`config.mk`:
```
export PLATFORM = sky130hd
export DESIGN_NAME = st_mac_pipe
export DESIGN_NICKNAME = d
export VERILOG_FILES = /design/src/rtl/mac_pkg.sv /design/src/rtl/st_sync_fifo.sv /design/src/rtl/st_mac_pipe.sv
export SDC_FILE = /design/constraint.sdc
export NUM_CORES = 1
export LEC_CHECK = 0
export ABC_AREA = 1
export BUFFER_PORTS_ARGS = -buffer_cell sky130_fd_sc_hd__buf_4
export CAP_MARGIN = 25
export CORE_ASPECT_RATIO = 0.7
export CORE_UTILIZATION = 51
export DETAILED_ROUTE_END_ITERATION = 8
export GPL_ROUTABILITY_DRIVEN = 0
export PLACE_DENSITY = 0.77
export SYNTH_ARGS = -nofsm -noshare
export SYNTH_HDL_FRONTEND = slang
export SYNTH_SLANG_ARGS = --single-unit
```
`constraint.sdc`:
```
create_clock -name csi_clk -period 2.4 [get_ports csi_clk]
set_input_delay 0.48 -clock csi_clk [delete_from_list [all_inputs] [get_ports csi_clk]]
set_output_delay 0.48 -clock csi_clk [all_outputs]
set_load 0.01 [all_outputs]
```
`src/rtl/mac_pkg.sv`:
```
// mac_pkg: shared types and helpers for the st_mac_pipe multiply-add block.
//   mode_e : selects per-beat multiply-add (MAC_MODE) or packet dot-product (DOT_MODE)
//   out_w  : result width, 2*data_w + guard_w
package mac_pkg;

  typedef enum logic [0:0] {
    MAC_MODE = 1'b0,
    DOT_MODE = 1'b1
  } mode_e;

  function automatic int out_w(input int data_w, input int guard_w);
    return (2 * data_w) + guard_w;
  endfunction

endpackage

```
`src/rtl/st_sync_fifo.sv`:
```
// st_sync_fifo: single-clock show-ahead FIFO.
//   clk, rst_n : clock, asynchronous active-low reset (empties the FIFO)
//   wr_en      : write request; accepted when not full, or when full and a read
//                frees the head slot on the same edge
//   wr_data    : WIDTH-bit write data
//   rd_en      : read (pop) request; ignored while empty
//   rd_data    : current head entry, valid whenever empty is low
//   full/empty : occupancy flags
module st_sync_fifo #(
  parameter int WIDTH = 8,
  parameter int DEPTH = 4
) (
  input  logic             clk,
  input  logic             rst_n,
  input  logic             wr_en,
  input  logic [WIDTH-1:0] wr_data,
  input  logic             rd_en,
  output logic [WIDTH-1:0] rd_data,
  output logic             full,
  output logic             empty
);

  localparam int AW = $clog2(DEPTH);
  localparam logic [AW:0] PTR_ONE = {{AW{1'b0}}, 1'b1};

  // Pointers carry one extra wrap bit so full and empty can be told apart.
  logic [AW:0]      wr_ptr_r;
  logic [AW:0]      rd_ptr_r;
  logic [WIDTH-1:0] mem_r [DEPTH];
  logic             do_wr_s;
  logic             do_rd_s;

  assign empty   = (wr_ptr_r == rd_ptr_r);
  assign full    = (wr_ptr_r[AW] != rd_ptr_r[AW]) &&
                   (wr_ptr_r[AW-1:0] == rd_ptr_r[AW-1:0]);
  assign do_rd_s = rd_en & ~empty;
  assign do_wr_s = wr_en & (~full | do_rd_s);
  assign rd_data = mem_r[rd_ptr_r[AW-1:0]];

  // Pointer update; reset empties the FIFO.
  always_ff @(posedge clk or negedge rst_n) begin
    if (!rst_n) begin
      wr_ptr_r <= {(AW+1){1'b0}};
      rd_ptr_r <= {(AW+1){1'b0}};
    end else begin
      wr_ptr_r <= do_wr_s ? (wr_ptr_r + PTR_ONE) : wr_ptr_r;
      rd_ptr_r <= do_rd_s ? (rd_ptr_r + PTR_ONE) : rd_ptr_r;
    end
  end

  // Storage array; contents are only observed through the pointers.
  always_ff @(posedge clk) begin
    if (do_wr_s) begin
      mem_r[wr_ptr_r[AW-1:0]] <= wr_data;
    end else begin
      mem_r[wr_ptr_r[AW-1:0]] <= mem_r[wr_ptr_r[AW-1:0]];
    end
  end

endmodule

```
`src/rtl/st_mac_pipe.sv`:
```
// st_mac_pipe: three-stream Avalon-ST multiply-add with pipelined multiplier
// and credit-protected output FIFO.
//   csi_clk, rsi_reset_n         : clock, asynchronous active-low reset
//   asi_in0_* (data/valid/ready/startofpacket/endofpacket) : operand A + framing
//   asi_in1_* (data/valid/ready) : operand B
//   asi_in2_* (data/valid/ready) : operand C
//   aso_out0_* (data/valid/ready): result R, show-ahead from the output FIFO
// MAC_MODE: R = A*B + C per beat. DOT_MODE: R = C(sop) + sum(A*B), emitted on eop.
module st_mac_pipe
  import mac_pkg::*;
#(
  parameter int    DATA_W     = 8,
  parameter int    GUARD_W    = 8,
  parameter int    PIPE       = 2,
  parameter int    FIFO_DEPTH = 4,
  parameter mode_e MODE       = MAC_MODE
) (
  input  logic                                 csi_clk,
  input  logic                                 rsi_reset_n,
  input  logic [DATA_W-1:0]                    asi_in0_data,
  input  logic                                 asi_in0_valid,
  output logic                                 asi_in0_ready,
  input  logic                                 asi_in0_startofpacket,
  input  logic                                 asi_in0_endofpacket,
  input  logic [DATA_W-1:0]                    asi_in1_data,
  input  logic                                 asi_in1_valid,
  output logic                                 asi_in1_ready,
  input  logic [DATA_W-1:0]                    asi_in2_data,
  input  logic                                 asi_in2_valid,
  output logic                                 asi_in2_ready,
  output logic [out_w(DATA_W, GUARD_W)-1:0]    aso_out0_data,
  output logic                                 aso_out0_valid,
  input  logic                                 aso_out0_ready
);

  localparam int OUT_W  = out_w(DATA_W, GUARD_W);
  localparam int PROD_W = 2 * DATA_W;
  localparam int CNT_W  = $clog2(FIFO_DEPTH + 1);
  localparam int LAST   = PIPE - 1;
  localparam logic [CNT_W-1:0] CNT_MAX = CNT_W'(FIFO_DEPTH);
  localparam logic [CNT_W-1:0] CNT_ONE = CNT_W'(1);

  logic               all_valid_s;
  logic               credit_ok_s;
  logic               fire_s;
  logic               pop_s;
  logic               result_inc_s;
  logic [CNT_W-1:0]   cnt_r;

  logic [PROD_W-1:0]  prod_r [PIPE];
  logic [DATA_W-1:0]  c_r    [PIPE];
  logic [PIPE-1:0]    sop_r;
  logic [PIPE-1:0]    eop_r;
  logic [PIPE-1:0]    bval_r;

  logic [OUT_W-1:0]   ext_p_s;
  logic [OUT_W-1:0]   ext_c_s;
  logic [OUT_W-1:0]   acc_r;
  logic [OUT_W-1:0]   acc_next_s;
  logic [OUT_W-1:0]   result_s;
  logic               wr_en_s;
  logic               fifo_wr_s;
  logic               fifo_full_s;
  logic               fifo_empty_s;
  logic [OUT_W-1:0]   fifo_head_s;

  // Join and credit. cnt_r reserves a FIFO slot for every result already
  // launched, so the pipeline never has to stall; a pop in the same cycle
  // frees a slot early, which keeps full rate with a shallow FIFO.
  assign all_valid_s  = asi_in0_valid & asi_in1_valid & asi_in2_valid;
  assign pop_s        = ~fifo_empty_s & aso_out0_ready;
  assign credit_ok_s  = (cnt_r < CNT_MAX) | ((cnt_r == CNT_MAX) & pop_s);
  assign fire_s       = all_valid_s & credit_ok_s & rsi_reset_n;
  assign result_inc_s = fire_s & ((MODE == MAC_MODE) ? 1'b1 : asi_in0_endofpacket);

  assign asi_in0_ready = fire_s;
  assign asi_in1_ready = fire_s;
  assign asi_in2_ready = fire_s;

  // Credit counter: results in flight plus FIFO occupancy.
  always_ff @(posedge csi_clk or negedge rsi_reset_n) begin
    if (!rsi_reset_n) begin
      cnt_r <= {CNT_W{1'b0}};
    end else begin
      case ({result_inc_s, pop_s})
        2'b10:   cnt_r <= cnt_r + CNT_ONE;
        2'b01:   cnt_r <= cnt_r - CNT_ONE;
        default: cnt_r <= cnt_r;
      endcase
    end
  end

  // Multiplier pipeline; the product travels with C, framing and beat-valid.
  always_ff @(posedge csi_clk or negedge rsi_reset_n) begin
    if (!rsi_reset_n) begin
      for (int i = 0; i < PIPE; i++) begin
        prod_r[i] <= {PROD_W{1'b0}};
        c_r[i]    <= {DATA_W{1'b0}};
      end
      sop_r  <= {PIPE{1'b0}};
      eop_r  <= {PIPE{1'b0}};
      bval_r <= {PIPE{1'b0}};
    end else begin
      prod_r[0] <= PROD_W'(asi_in0_data) * PROD_W'(asi_in1_data);
      c_r[0]    <= asi_in2_data;
      sop_r[0]  <= asi_in0_startofpacket;
      eop_r[0]  <= asi_in0_endofpacket;
      bval_r[0] <= fire_s;
      for (int i = 1; i < PIPE; i++) begin
        prod_r[i] <= prod_r[i-1];
        c_r[i]    <= c_r[i-1];
        sop_r[i]  <= sop_r[i-1];
        eop_r[i]  <= eop_r[i-1];
        bval_r[i] <= bval_r[i-1];
      end
    end
  end

  assign ext_p_s = OUT_W'(prod_r[LAST]);
  assign ext_c_s = OUT_W'(c_r[LAST]);

  // Final stage: form the result and decide whether it enters the FIFO.
  // A sop always restarts the accumulator, which also discards any partial
  // packet that never saw its eop.
  always_comb begin
    acc_next_s = acc_r;
    result_s   = {OUT_W{1'b0}};
    wr_en_s    = 1'b0;
    if (MODE == MAC_MODE) begin
      result_s = ext_c_s + ext_p_s;
      wr_en_s  = bval_r[LAST];
    end else begin
      if (sop_r[LAST]) begin
        acc_next_s = ext_c_s + ext_p_s;
      end else begin
        acc_next_s = acc_r + ext_p_s;
      end
      result_s = acc_next_s;
      wr_en_s  = bval_r[LAST] & eop_r[LAST];
    end
  end

  // Dot-product accumulator, advanced by every beat reaching the final stage.
  always_ff @(posedge csi_clk or negedge rsi_reset_n) begin
    if (!rsi_reset_n) begin
      acc_r <= {OUT_W{1'b0}};
    end else if ((MODE == DOT_MODE) && bval_r[LAST]) begin
      acc_r <= acc_next_s;
    end else begin
      acc_r <= acc_r;
    end
  end

  // The credit scheme guarantees space; the full gate is a second line of defence.
  assign fifo_wr_s = wr_en_s & (~fifo_full_s | pop_s);

  st_sync_fifo #(
    .WIDTH (OUT_W),
    .DEPTH (FIFO_DEPTH)
  ) u_out_fifo (
    .clk     (csi_clk),
    .rst_n   (rsi_reset_n),
    .wr_en   (fifo_wr_s),
    .wr_data (result_s),
    .rd_en   (pop_s),
    .rd_data (fifo_head_s),
    .full    (fifo_full_s),
    .empty   (fifo_empty_s)
  );

  // Head is masked while empty so the data bus reads zero in and after reset.
  assign aso_out0_valid = ~fifo_empty_s;
  assign aso_out0_data  = fifo_empty_s ? {OUT_W{1'b0}} : fifo_head_s;

endmodule
```
==> results.py <==
metrics = {
    "cells_and_area": {
        "fillCellCount": 984,
        "drive_gt1_frac": 0.2508,
        "multi_input_area_um2": 3711,
        "area.sequential_um2": 3520,
        "insertedDiodeCount": 0,
        "nNetsFinal": 1021,
        "syn2layout_area_growth_pct": 26.02,
    },
    "detailed_routing": {
        "ant_nets": 0,
        "via_count": 5540,
        "drt_first_pass_iters": 5,
        "wl_per_cell_um": 14.61,
        "drt_iter0_markers": 369,
        "vias_per_cell": 5.023,
        "drc": 0,
        "wl_um": 16120,
    },
    "logic_synthesis": {
        "async_flop_share": 0.4646,
        "post_synth_inst_count": 810,
        "synth.top_cell.area_share": 0.2681,
        "synthMostInstantiatedCell": "nand2_1",
        "synth-xor-area-share": 0.02842,
        "synthAdderAreaFrac": 0.1820,
        "synth_seq_area_share": 0.4619,
        "synth_cell_types": 29,
        "synth_compound_area_frac": 0.03794,
        "synth_mux_area_frac": 0.02234,
        "syn_area_um2": 7617,
        "syn_area_per_cell_um2": 9.404,
        "synth_top_family_by_area": "adder cells",
        "synth-simple-area-share": 0.1534,
        "ys_ff_latch": 127,
        "yosys-top-cells-area": "edfxtp_1 27%, dfrtp_1 19%, fa_1 10%",
        "synth_edf_count": 68,
        "synth_common_cells": "197 x nand2_1, 174 x inv_1, 68 x edfxtp_1",
        "synth_area_leader_cell": "edfxtp_1",
        "ys.warnings.count": 0,
        "synth_flop_cell": "edfxtp_1",
    },
    "clocking": {
        "htree_levels": 4,
        "cts_sinks": 127,
        "worstSkewPairLatency_ps": 400,
        "cts.clk_slew.worst_paths_ps": 50,
        "cts_buffers": 17,
        "cts-root-buf": "clkbuf_16",
        "clock_path_buffers": 2,
        "hold_buffers": 0,
        "cts_tree": "done",
    },
    "die": {
        "io_pins": 60,
        "dieHeight_um": 104.3,
        "fp.dieW_um": 148.1,
        "rows": 36,
        "initial_core_util": 0.5352,
        "core_um2": 14230,
        "die_area_um2": 15440,
    },
    "critical_path": {
        "regToRegStartpoint": "ext_p_s[0]",
        "end_kind": "flip-flop",
        "crit_required_ps": 2690,
        "rrSetupSlack_ps": 240,
        "reg2reg_depth": 10,
        "cp_max_fo": 6,
        "critical_path_class": "input port to flip-flop",
        "startpoint_type": "input port",
        "crit_arrival_ps": 3700,
        "r2r-end": "u_out_fifo.mem_r[1][16]",
    },
    "power": {
        "p_leak_nw": 4.960,
        "p_sw_mw": 4.350,
        "sw_frac_of_total": 0.3917,
        "power_frac_clock": 0.205,
        "ir_drop_v": 0.0005357,
        "power_frac_seq": 0.283,
        "power_frac_comb": 0.512,
        "p_per_area_nw_per_um2": 1157,
        "internal-power_mw": 6.754,
    },
    "place": {
        "port_buffers": 50,
        "pre_cts_slack_ps": -1400,
        "dpl.hpwl_um": 11020,
    },
    "grt": {
        "track_usage": 0.2130,
        "grt_first_pass_wirelength_um": 25640,
        "grt-ovfl-total": 0,
        "grt_max_degree": 60,
        "grt_pass1_vias": 5444,
        "antenna_found_initial": 0,
    },
    "sta": {
        "drv_slew": 0,
        "fmax_mhz": 293.3,
        "fin_crit_sh": 1.421,
        "rsz0062_at_grt": "true",
        "tns_ps": -9570,
        "setup_viol": 12,
        "skew_ps": 10.50,
        "tightest_slew_ps": 727.5,
        "period_minus_slack_ps": 3410,
        "relSlewSlack": 0.5150,
        "hold_viol_final": 0,
        "worst_slack_ps": -1010,
    },
    "outcome": {
        "status": "complete, but fails checks",
        "violations": "setup timing",
    },
    "min_path": {
        "min_to": "c_r[13]",
        "hold_start": "asi_in2_data[5]",
        "min_path_type": "input port to flip-flop",
        "hold_depth": 1,
    },
    "flow_run": {
        "maxCapViolCount": 0,
    },
}
## sequential cells by signal, summed over array words and instances (netlist names)
name                 flops
ext_p_s                 16
cnt_r                    3
c_r                     16
u_out_fifo.wr_ptr_r      3
u_out_fifo.mem_r        68
prod_r                  16
u_out_fifo.rd_ptr_r      3
bval_r                   2
## logic make-up (layout without fill, tap and decap cells)
group           after synthesis  count (layout)
xor+xnor                     23              23
flops                       127             127
simple gates                291             291
buf+inv                     211             308
other cells                   1               7
fa+ha+maj                    88              88
compound gates               52              52
mux                          17              17
## placed cells by master (no fill, tap or decap), types with 16 or more instances in the layout
| cell | netlist | final |
|---|---|---|
| inv_2 | 1 | 24 |
| inv_1 | 174 | 150 |
| fa_1 | 38 | 34 |
| o22ai_1 | 17 | 17 |
| ha_1 | 50 | 41 |
| dfrtp_1 | 59 | 58 |
| nand3_1 | 31 | 25 |
| nand2_1 | 197 | 166 |
| mux2i_1 | 17 | 16 |
| nand2_4 | 0 | 17 |
| clkbuf_16 | 0 | 17 |
| edfxtp_1 | 68 | 68 |
| buf_4 | 12 | 79 |
| o21ai_0 | 21 | 20 |
| nor2_1 | 50 | 39 |
## per-stage QoR
step                      utilization  power (mW)  area [µm²]  hold WS, ps  std cells
final                          0.6744       11.10        9599        185.5       1103
after global routing           0.6744       11.82        9599        168.6       1103
after CTS                      0.6550       10.63        9323        175.3       1096
after detailed placement       0.5979       8.022        8511        334.7       1062
after global placement         0.5979       7.860        8511        332.2       1062
after floorplan                     -       6.557        7941        184.4        816
## layout make-up
cell class                 count  share of cell area
inverter                     175             0.06869
multi-input combinational    478              0.3866
sequential                   127              0.3667
tap                          190             0.02477
clock buffer                  25             0.05266
clock inverter                 6            0.003519
timing repair buffer         102             0.09711
## power groups by stage
stage,sequential [mW],combinational (mW),clock [mW]
finish,3.14,5.68,2.28
global placement,3.14,4.72,0
CTS,3.13,5.18,2.31
global route,3.17,6.25,2.41
floorplan,3.08,3.48,0
detailed placement,3.16,4.87,0
## routing by layer
| metal | GRT usage | share of wire | up-vias |
|---|---|---|---|
| met4 | 0.06259 | 0.017 | 0 |
| met5 | 0 | 0 | - |
| met2 | 0.3461 | 0.48 | 186 |
| li1 | - | - | 2676 |
| met1 | 0.2897 | 0.44 | 2651 |
| met3 | 0.04211 | 0.064 | 27 |
## critical path: stages
cell and delay (ps):
buf_12 120, nand2_4 60, inv_2 30, fa_1 490
fa_1 520, fa_1 520, inv_2 40, fa_1 490
inv_2 50, ha_4 330, nand2_8 80, nor2_4 140
buf_6 120, nand3_4 70, nand4_1 90, nand2_1 60
## timing repair
action,4_1_cts,5_1_grt
gates resized for setup,68,61
buffers inserted,3,7
endpoints found under the setup margin,22,21
pin swaps,42,40
## how the worst max path moves through the flow
stage                    start    endpoint  slack, ps  cells after the start
2_1_floorplan  asi_in1_data[5]  prod_r[27]      -1180                     16
3_3_place_gp   asi_in1_data[2]  prod_r[28]      -1300                     16
3_5_place_dp   asi_in1_data[2]  prod_r[26]      -1400                     16
4_1_cts        asi_in1_data[2]  prod_r[28]       -900                     16
5_1_grt        asi_in0_data[2]  prod_r[27]      -1120                     16
6_report       asi_in0_data[2]  prod_r[31]      -1010                     16
(Power assumes the default switching activity.)
